**src/rtl/counter_pkg.sv**
```systemverilog
// Shared types for the programmable counter: FSM state type and its encodings.
package counter_pkg;

  typedef enum logic [1:0] {
    IDLE = 2'd0,
    RUN  = 2'd1,
    DONE = 2'd2
  } cnt_state_t;

  localparam logic [1:0] ST_IDLE = 2'd0;
  localparam logic [1:0] ST_RUN  = 2'd1;
  localparam logic [1:0] ST_DONE = 2'd2;

endpackage

```
**src/rtl/counter_step.sv**
```systemverilog
// Combinational next-value logic for one count step of counter_prog.
module counter_step
  import counter_pkg::*;
#(
  parameter int dw = 8
) (
  input  logic [dw-1:0] result,
  input  logic [dw-1:0] limit,
  input  logic          up,
  input  logic          oneshot,
  output logic [dw-1:0] next_val,
  output logic          term,
  output logic          clamp
);

  localparam logic [dw-1:0] ONE  = {{(dw-1){1'b0}}, 1'b1};
  localparam logic [dw-1:0] ZERO = {dw{1'b0}};

  // Step rules: a terminal event either wraps or parks at the range end.
  always_comb begin
    next_val = result;
    term     = 1'b0;
    clamp    = 1'b0;
    if (up) begin
      if (result < limit) begin
        next_val = result + ONE;
      end else begin
        term     = 1'b1;
        next_val = oneshot ? limit : ZERO;
      end
    end else begin
      if (result > limit) begin
        clamp    = 1'b1;
        next_val = limit;
      end else if (result == ZERO) begin
        term     = 1'b1;
        next_val = oneshot ? ZERO : limit;
      end else begin
        next_val = result - ONE;
      end
    end
  end

endmodule

```
**src/rtl/counter_prog.sv**
```systemverilog
// Programmable up/down counter with load, runtime limit, wrap/one-shot modes.
// Optional prescaler enabled by defining COUNTER_PRESCALE_EN.
module counter_prog
  import counter_pkg::*;
#(
  parameter int dw       = 8,
  parameter int PRESCALE = 4
) (
  input  logic          clk,
  input  logic          reset,
  input  logic          ena,
  input  logic          load,
  input  logic [dw-1:0] load_val,
  input  logic [dw-1:0] limit,
  input  logic          up,
  input  logic          oneshot,
  input  logic          start,
  output logic [dw-1:0] result,
  output logic          tc,
  output logic          busy,
  output logic          done
);

  if (PRESCALE < 1) begin : g_bad_prescale
    $error("counter_prog: PRESCALE must be >= 1");
  end

  cnt_state_t    state_r, state_n_s;
  logic [dw-1:0] result_r, result_n_s;
  logic          tc_r, tc_n_s;
  logic          busy_r, done_r;

  logic [dw-1:0] step_val_s;
  logic          step_term_s;
  logic          step_clamp_s;
  logic          run_en_s;
  logic          tick_s;

  counter_step #(.dw(dw)) u_step (
    .result   (result_r),
    .limit    (limit),
    .up       (up),
    .oneshot  (oneshot),
    .next_val (step_val_s),
    .term     (step_term_s),
    .clamp    (step_clamp_s)
  );

  // An enabled RUN cycle that is not pre-empted by a load.
  assign run_en_s = (state_r == RUN) && ena && !load;

`ifdef COUNTER_PRESCALE_EN
  localparam int PW = (PRESCALE > 1) ? $clog2(PRESCALE) : 1;
  localparam logic [PW-1:0] PTOP = PW'(PRESCALE - 1);
  localparam logic [PW-1:0] PONE = {{(PW-1){1'b0}}, 1'b1};

  logic [PW-1:0] presc_r;
  logic          leave_run_s;

  assign tick_s      = (presc_r == PTOP);
  assign leave_run_s = (state_r == RUN) && (state_n_s != RUN);

  // Prescaler: counts enabled RUN cycles, clears on load or leaving RUN.
  always_ff @(posedge clk) begin
    if (!reset) begin
      presc_r <= {PW{1'b0}};
    end else if (load || leave_run_s) begin
      presc_r <= {PW{1'b0}};
    end else if (run_en_s) begin
      presc_r <= tick_s ? {PW{1'b0}} : presc_r + PONE;
    end else begin
      presc_r <= presc_r;
    end
  end
`else
  assign tick_s = 1'b1;
`endif

  // Next-state / next-value: load beats counting; start only arms from IDLE/DONE.
  always_comb begin
    state_n_s  = state_r;
    result_n_s = result_r;
    tc_n_s     = 1'b0;
    if (load) begin
      result_n_s = (load_val > limit) ? limit : load_val;
    end else if (run_en_s && tick_s) begin
      result_n_s = step_val_s;
      tc_n_s     = step_term_s && !step_clamp_s;
      if (step_term_s && oneshot) begin
        state_n_s = DONE;
      end else begin
        state_n_s = state_r;
      end
    end else begin
      result_n_s = result_r;
    end
    case (state_r)
      IDLE, DONE: begin
        if (start) begin
          state_n_s = RUN;
        end else begin
          state_n_s = state_r;
        end
      end
      RUN: begin
        state_n_s = state_n_s;
      end
      default: begin
        state_n_s = IDLE;
      end
    endcase
  end

  // State, count and registered status outputs.
  always_ff @(posedge clk) begin
    if (!reset) begin
      state_r  <= IDLE;
      result_r <= {dw{1'b0}};
      tc_r     <= 1'b0;
      busy_r   <= 1'b0;
      done_r   <= 1'b0;
    end else begin
      state_r  <= state_n_s;
      result_r <= result_n_s;
      tc_r     <= tc_n_s;
      busy_r   <= (state_n_s == RUN);
      done_r   <= (state_n_s == DONE);
    end
  end

  assign result = result_r;
  assign tc     = tc_r;
  assign busy   = busy_r;
  assign done   = done_r;

endmodule
```
**config.mk**
```make
export PLATFORM = sky130hd
export DESIGN_NAME = counter_prog
export DESIGN_NICKNAME = d
export VERILOG_FILES = /design/src/rtl/counter_pkg.sv /design/src/rtl/counter_step.sv /design/src/rtl/counter_prog.sv
export SDC_FILE = /design/constraint.sdc
export NUM_CORES = 1
export LEC_CHECK = 0
export ABC_AREA = 0
export ABC_CLOCK_PERIOD_IN_PS = 2400
export CAP_MARGIN = 5
export CORE_MARGIN = 2
export CORE_UTILIZATION = 35
export CTS_CLUSTER_DIAMETER = 80
export DETAILED_ROUTE_END_ITERATION = 8
export GPL_TIMING_DRIVEN = 0
export SYNTH_ARGS = -nofsm -noshare
export SYNTH_HDL_FRONTEND = slang
export SYNTH_SLANG_ARGS = --single-unit
```
**constraint.sdc**
```tcl
create_clock -name clk -period 2.4 [get_ports clk]
set_clock_uncertainty 0.1 [all_clocks]
set_input_delay 0.6 -clock clk [delete_from_list [all_inputs] [get_ports clk]]
set_output_delay 0.6 -clock clk [all_outputs]
set_load 0.005 [all_outputs]
```
==> results of run 1 <==
## cells by family (layout without fill, tap and decap cells)
logic type / count (synthesis) / count (layout)
compound gates: 61 / 61
xor+xnor: 10 / 10
fa+ha+maj: 18 / 18
buf+inv: 26 / 72
flops: 13 / 13
mux: 1 / 1
simple gates: 82 / 82
## per-stage QoR
stage               TNS, ps  hold WS (ps)  cell area, sq um  std cells  setup slack, ps
CTS                       0         528.6              2185        303            2.193
global placement     -10230         520.6              2017        293           -847.6
finish                    0         524.1              2328        309            48.11
floorplan                 0         484.6              1652        211            19.97
detailed placement   -10070         517.3              2017        293           -870.3
global route         -7.517         554.6              2328        309           -7.517
## layout by cell type (no fill, tap or decap), drive strengths merged, types with 2 or more instances in the layout
| master | count |
|---|---|
| a211o | 2 |
| a211oi | 2 |
| a21o | 2 |
| a21oi | 9 |
| a221oi | 7 |
| a311oi | 6 |
| and3 | 3 |
| buf | 26 |
| clkbuf | 9 |
| clkdlybuf4s50 | 14 |
| dfxtp | 13 |
| dlygate4sd2 | 5 |
| dlymetal6s2s | 3 |
| ha | 18 |
| inv | 14 |
| nand2 | 28 |
| nand2b | 2 |
| nand3 | 7 |
| nand4 | 12 |
| nor2 | 12 |
| nor2b | 3 |
| nor3 | 7 |
| nor4 | 3 |
| o211a | 7 |
| o211ai | 4 |
| o21a | 4 |
| o21ai | 5 |
| o32ai | 6 |
| xnor2 | 2 |
| xor2 | 8 |
## tightest hold or removal path: cells and delay by family, from the launching register on
kind                   cells  cell delay, ps
buffers and inverters      1              60
AO/OA/AOI/OAI              1             160
AND/OR/NAND/NOR            1              60
flip-flops                 1             300
## registers in the layout, summed over array words and instances (netlist names)
| signal | count |
|---|---|
| busy | 1 |
| done | 1 |
| result | 8 |
| state_r | 2 |
| tc | 1 |
## area by class of cell
| class | count | area, sq um |
|---|---|---|
| inverters | 14 | 55.05 |
| plain buffers | 11 | 68.82 |
| fillers | 428 | 2116 |
| clock buffers | 3 | 41.29 |
| clock inverters | 1 | 5.005 |
| multi-input cells | 172 | 1453 |
| repair buffers | 43 | 375.4 |
| flip-flops and latches | 13 | 265.3 |
| well taps | 52 | 65.06 |
## path summary, 6_finish.rpt
kind                            cells past startpoint  slack [ps]                     end
worst min-delay path                                3         520         done$_SDFF_PN0_
worst max register to register                      8          80  result[2]$_SDFFE_PN0P_
worst min register to register                      3         520         done$_SDFF_PN0_
worst max-delay path                               10          50  result[2]$_SDFFE_PN0P_
## routing by layer
| layer | wire length (um) | part of all wire, % | track usage [%] | up-vias |
|---|---|---|---|---|
| met4 | 54 | 1.0 | 1.646 | 0 |
| li1 | - | - | - | 900 |
| met2 | 2431 | 46 | 32.12 | 78 |
| met3 | 404 | 7.7 | 3.867 | 6 |
| met1 | 2352 | 45 | 27.89 | 847 |
| met5 | 0 | 0 | 0 | - |
## where the power goes
part           internal [mW]  switching [mW]  leakage, nW  total, mW
Combinational          0.263           0.297        0.831      0.559
Clock                  0.115          0.0916       0.0255      0.207
Sequential             0.233          0.0315        0.108      0.265
## what timing repair did
action,CTS,global route
gates cloned,1,0
gates resized for setup,45,39
pin swaps,17,20
buffers inserted,6,6
hold buffers,0,0
setup endpoints to repair,13,12
==> results.md, run 1 <==
* Vias per cell at around 5.9
* Sink Count at 13
* Post-synthesis mux area share at 0.6061%
* Worst Path Required at between 2000 and 2500 ps
* Latest clock arrival within the worst-skew pair at around 250 ps
* Pre-antenna DRT Iters at 4
* Syn_area_per_cell at 7.827 sq um
* H-tree levels at 1
* Part of the Yosys area used for sequential elements at between 10% and 20%
* Post-synthesis simple-gate area fraction at about a quarter
* Max-slew violations at 0
* Share of layout cells above drive strength 1 at 28.02%
* Leak Pwr at roughly 0.96 nW
* Core Util, Final at a little over half
* DIE AREA at roughly 0.0053 sq mm
* Core outline area at 0.004444 sq mm
* Post-synthesis adder-cell area fraction at between 10% and 20%
* Diode count at 0
* Pin count of the biggest net entering global routing at 11
* Post-Synth XOR/XNOR Area at around 5.3%
* HPWL after detailed placement at between 3 and 4 mm
* Drt drc at 0
* Top Family by Delay on Critical Path: compound AO/OA/AOI/OAI gates
* Hold Startpoint: state_r[1]$_SDFF_PN0_
* Yosys reg bits at 13
* PortBufs at 30
* Final Cycle Share at between 90% and 100%
* Hold WC Path Type: register to register
* CTS tree: yes
* Tmin final at 2352 ps
* Initial antenna violation count at 0
* Most frequent cell after synthesis: nand2_1
* Largest family of logic cells by synthesized area: compound AO/OA/AOI/OAI gates
* Synthesized cell area at between 0.0015 and 0.002 sq mm
* Post-synth cell types at between 50 and 60
* Crit path largest cell delay at 380 ps
* Initial Util at 37.16%
* Async S/R FF share, synth at 0%
* P&R area growth vs syn at 40.98%
* Synth warn at 0
* Number of top-level pins at 34
* Root buf cell: clkbuf_8
* Max VDD drop at around 360 uV
* DRT iter0 DRCs at 170
* Clock transition at path regs at 60 ps
* Critical Path Start: limit[6]
* Achievable Freq at ~430 MHz
* Routability cong. at 0.9258
* Global-route wire length before repair at slightly above 8 mm
* Critical Path Fanout Max at 8
* Number of CTS-inserted buffers at 3
* Worst slew margin at between 50% and 60%
* Critical path's slowest cell: a221o_1
* Worst-path cell chain: clkbuf_4 -> inv_1 -> ha_4 -> nand4_1 -> buf_6 -> or2_4 -> nand2_2 -> o211ai_4 -> a221o_1 -> a22o_1
* P per Cell Area at around 440 mW/mm^2
* Synthesized instance count at about 210
* CP arrival at 2390 ps
* Synth top area share at about 16%
* Critical path capture point type: register
* CP bufs+invs at 3
* Nets at 299
* Row cnt at 24
* Hold Fails Final Rpt at 0
* FF-to-FF Start: result[6]$_SDFFE_PN0P_
* Routed WL at between 5 and 6 mm
* Total track usage at just under 20%
* Synth area leader: dfxtp_1
* Via Count at approximately 1,800
* Max Cap Violations at 0
* Post-synth top cells: nand2_1 (28), ha_1 (18), inv_1 (14)
* Chip height at 72.70 um
* CP Class: primary input to register
* Tot Pwr at about 1 mW
* Clk buf depth at 2
* Number of flops mapped to enable cells by yosys at 0
* Slew @ Worst Pin at 702.5 ps
* Worst setup SP type: primary input
* Synth top area cells: dfxtp_1 (16%), ha_1 (14%), nand2_1 (6.4%), nand4_1 (4.5%), o211a_1 (4.2%)
* Routed len/inst at about 17 um
* Number of global-route vias before repair at ~1,700
* Post-synthesis compound-gate area fraction at 31.06%
* Status: finished, final reports clean
* Predominant post-synthesis flop cell: dfxtp_1
* Die Wd at 72.70 um
* Antenna viol nets, final at 0
* Total gr overflow at 0
* Syn nets at roughly 250
* Final setup fails at 0
Note: power is estimated with default switching activity, not from simulation.
==> inputs of run 2 (changes only) <==
- CORE_UTILIZATION: 35 -> 45
- PLACE_DENSITY: not set -> 0.74
==> run 2 against run 1 <==
Effect of this change: sequential cell count did not move; first-iteration DRC count shrank 19%; combinational power decreased by 1%; worst setup slack lost 38 ps; largest cell class unchanged; clock-buffer cell count grew 1; critical endpoint unchanged; worst hold slack better by 10 ps; power shrank 1.1%; critical path type unchanged.
==> results.md, run 2 (synthesis results as in run 1) <==
* PortBufs at 30
* Routability cong. at 0.8614
* Initial Util at about 46%
* Clk buf depth at 2
* P per Cell Area at approximately 450 mW/mm^2
* Hold Fails Final Rpt at 0
* Slew @ Worst Pin at 655.1 ps
* Setup WS pre-CTS at -804.4 ps
* Commonest non-fill, non-tap cells in the layout: nand2_1 (26), clkdlybuf4s50_1 (14), nand4_1 (12), ha_1 (12)
* DRT iter0 DRCs at approximately 140
* Nets at roughly 300
* CP Class: primary input to register
* Vias per cell at between 6 and 7
* Number of CTS-inserted buffers at 3
* CTS tree: yes
* Critical Path Fanout Max at 8
* Final setup fails at 0
* Setup WS post-layout at a little under 10 ps
* Commonest non-fill, non-tap cell in the layout: nand2_1
* Total track usage at a little under a quarter
* Tot Pwr at ~1.0 mW
* Worst Path Required at between 2000 and 2500 ps
* Routed WL at between 5 and 6 mm
* Final Cycle Share at 99.59%
* Pre-antenna DRT Iters at 4
* Routed len/inst at around 17 um
* Initial antenna violation count at 0
* Clock transition at path regs at approximately 60 ps
* Hold WC Path Type: register to register
* Core Util, Final at 62.80%
* Row cnt at 22
* Setup TNS Final at 0 ps
* P&R area growth vs syn at 37.12%
* Antenna viol nets, final at 0
* Latest clock arrival within the worst-skew pair at roughly 250 ps
* H-tree levels at 1
* CP arrival at between 2000 and 2500 ps
* Leak Pwr at 0.9201 nW
* Worst setup SP type: primary input
* Critical path capture point type: register
* Global-route wire length before repair at 7.852 mm
* Max-slew violations at 0
* Via Count at approximately 1,800
* Worst hold slack at 534.3 ps
* Status: finished, final reports clean
* Tmin final at 2390 ps
* Total gr overflow at 0
* Die Wd at ~65 um
* Max VDD drop at 297.7 uV
* DIE AREA at approximately 0.0042 sq mm
* Drt drc at 0
* Max Cap Violations at 0
* Max FFs per register at 8
* Number of global-route vias before repair at around 1,700
* HPWL after detailed placement at between 3 and 4 mm
* Core outline area at ~0.0036 sq mm
* Share of layout cells above drive strength 1 at roughly a quarter
* Number of top-level pins at 34
* Pin count of the biggest net entering global routing at 11
* Sink Count at 13
* Achievable Freq at 418.4 MHz
* Chip height at around 65 um
* Root buf cell: clkbuf_8
* Worst slew margin at a little under three fifths
* Diode count at 0
run 2: changes by cell type in the layout (fill, tap and decap cells not counted), moves of 2 or more:
| cell | delta |
|---|---|
| a221oi_2 | +2 |
| dlygate4sd2_1 | +2 |
| a221oi_1 | -2 |
| o32ai_2 | -2 |
| dfxtp_2 | +2 |
| o32ai_1 | +2 |
| buf_2 | -2 |
| dlymetal6s2s_1 | -2 |
| buf_4 | -2 |
run 2: critical path, cell delays in order:
cell and delay [ps]:
buf_4 110, inv_1 60, ha_1 300, nor2b_1 130
o211ai_1 150, buf_4 160, a211o_1 170, o211ai_4 170
a221o_1 390, a22o_1 190
run 2: path summary, 6_finish.rpt:
path                                              from                endpoint  slack, ps  cells past startpoint
worst max-delay path                          limit[1]  result[2]$_SDFFE_PN0P_         10                     10
worst min-delay path             state_r[1]$_SDFF_PN0_         done$_SDFF_PN0_        530                      3
worst max register to register  result[1]$_SDFFE_PN0P_  result[2]$_SDFFE_PN0P_         30                      8
worst min register to register   state_r[1]$_SDFF_PN0_         done$_SDFF_PN0_        530                      3
run 2: area by class of cell:
class	instances	area (sq um)
buffer	11	72.57
clock buffer	4	45.04
fill	333	1341
inverter	14	52.55
multi-input combinational	172	1439
sequential	13	264.0
tap	48	60.06
timing repair buffer	38	331.6
run 2: metal layers:
| metal | GRT usage (%) | wire (um) | vias to the layer above |
|---|---|---|---|
| li1 | - | - | 896 |
| met1 | 32.10 | 2271 | 855 |
| met4 | 6.649 | 90 | 0 |
| met5 | 0 | 0 | - |
| met3 | 3.646 | 217 | 12 |
| met2 | 38.93 | 2566 | 64 |
run 2: power breakdown:
group / internal (mW) / switching (mW)
registers: 0.234 / 0.0319
logic: 0.255 / 0.296
clock network: 0.118 / 0.0849
total: 0.606 / 0.413
run 2: through the flow:
step	std cells	area, sq um
after detailed placement	289	2012
after global placement	289	2012
after global routing	300	2265
after floorplan	211	1652
final	300	2265
after CTS	296	2162
run 2: repair_timing:
action | CTS | global route
setup buffers | 4 | 4
gates resized for setup | 41 | 39
hold buffers | 0 | 0
pin swaps | 20 | 11
endpoints found under the setup margin | 13 | 12
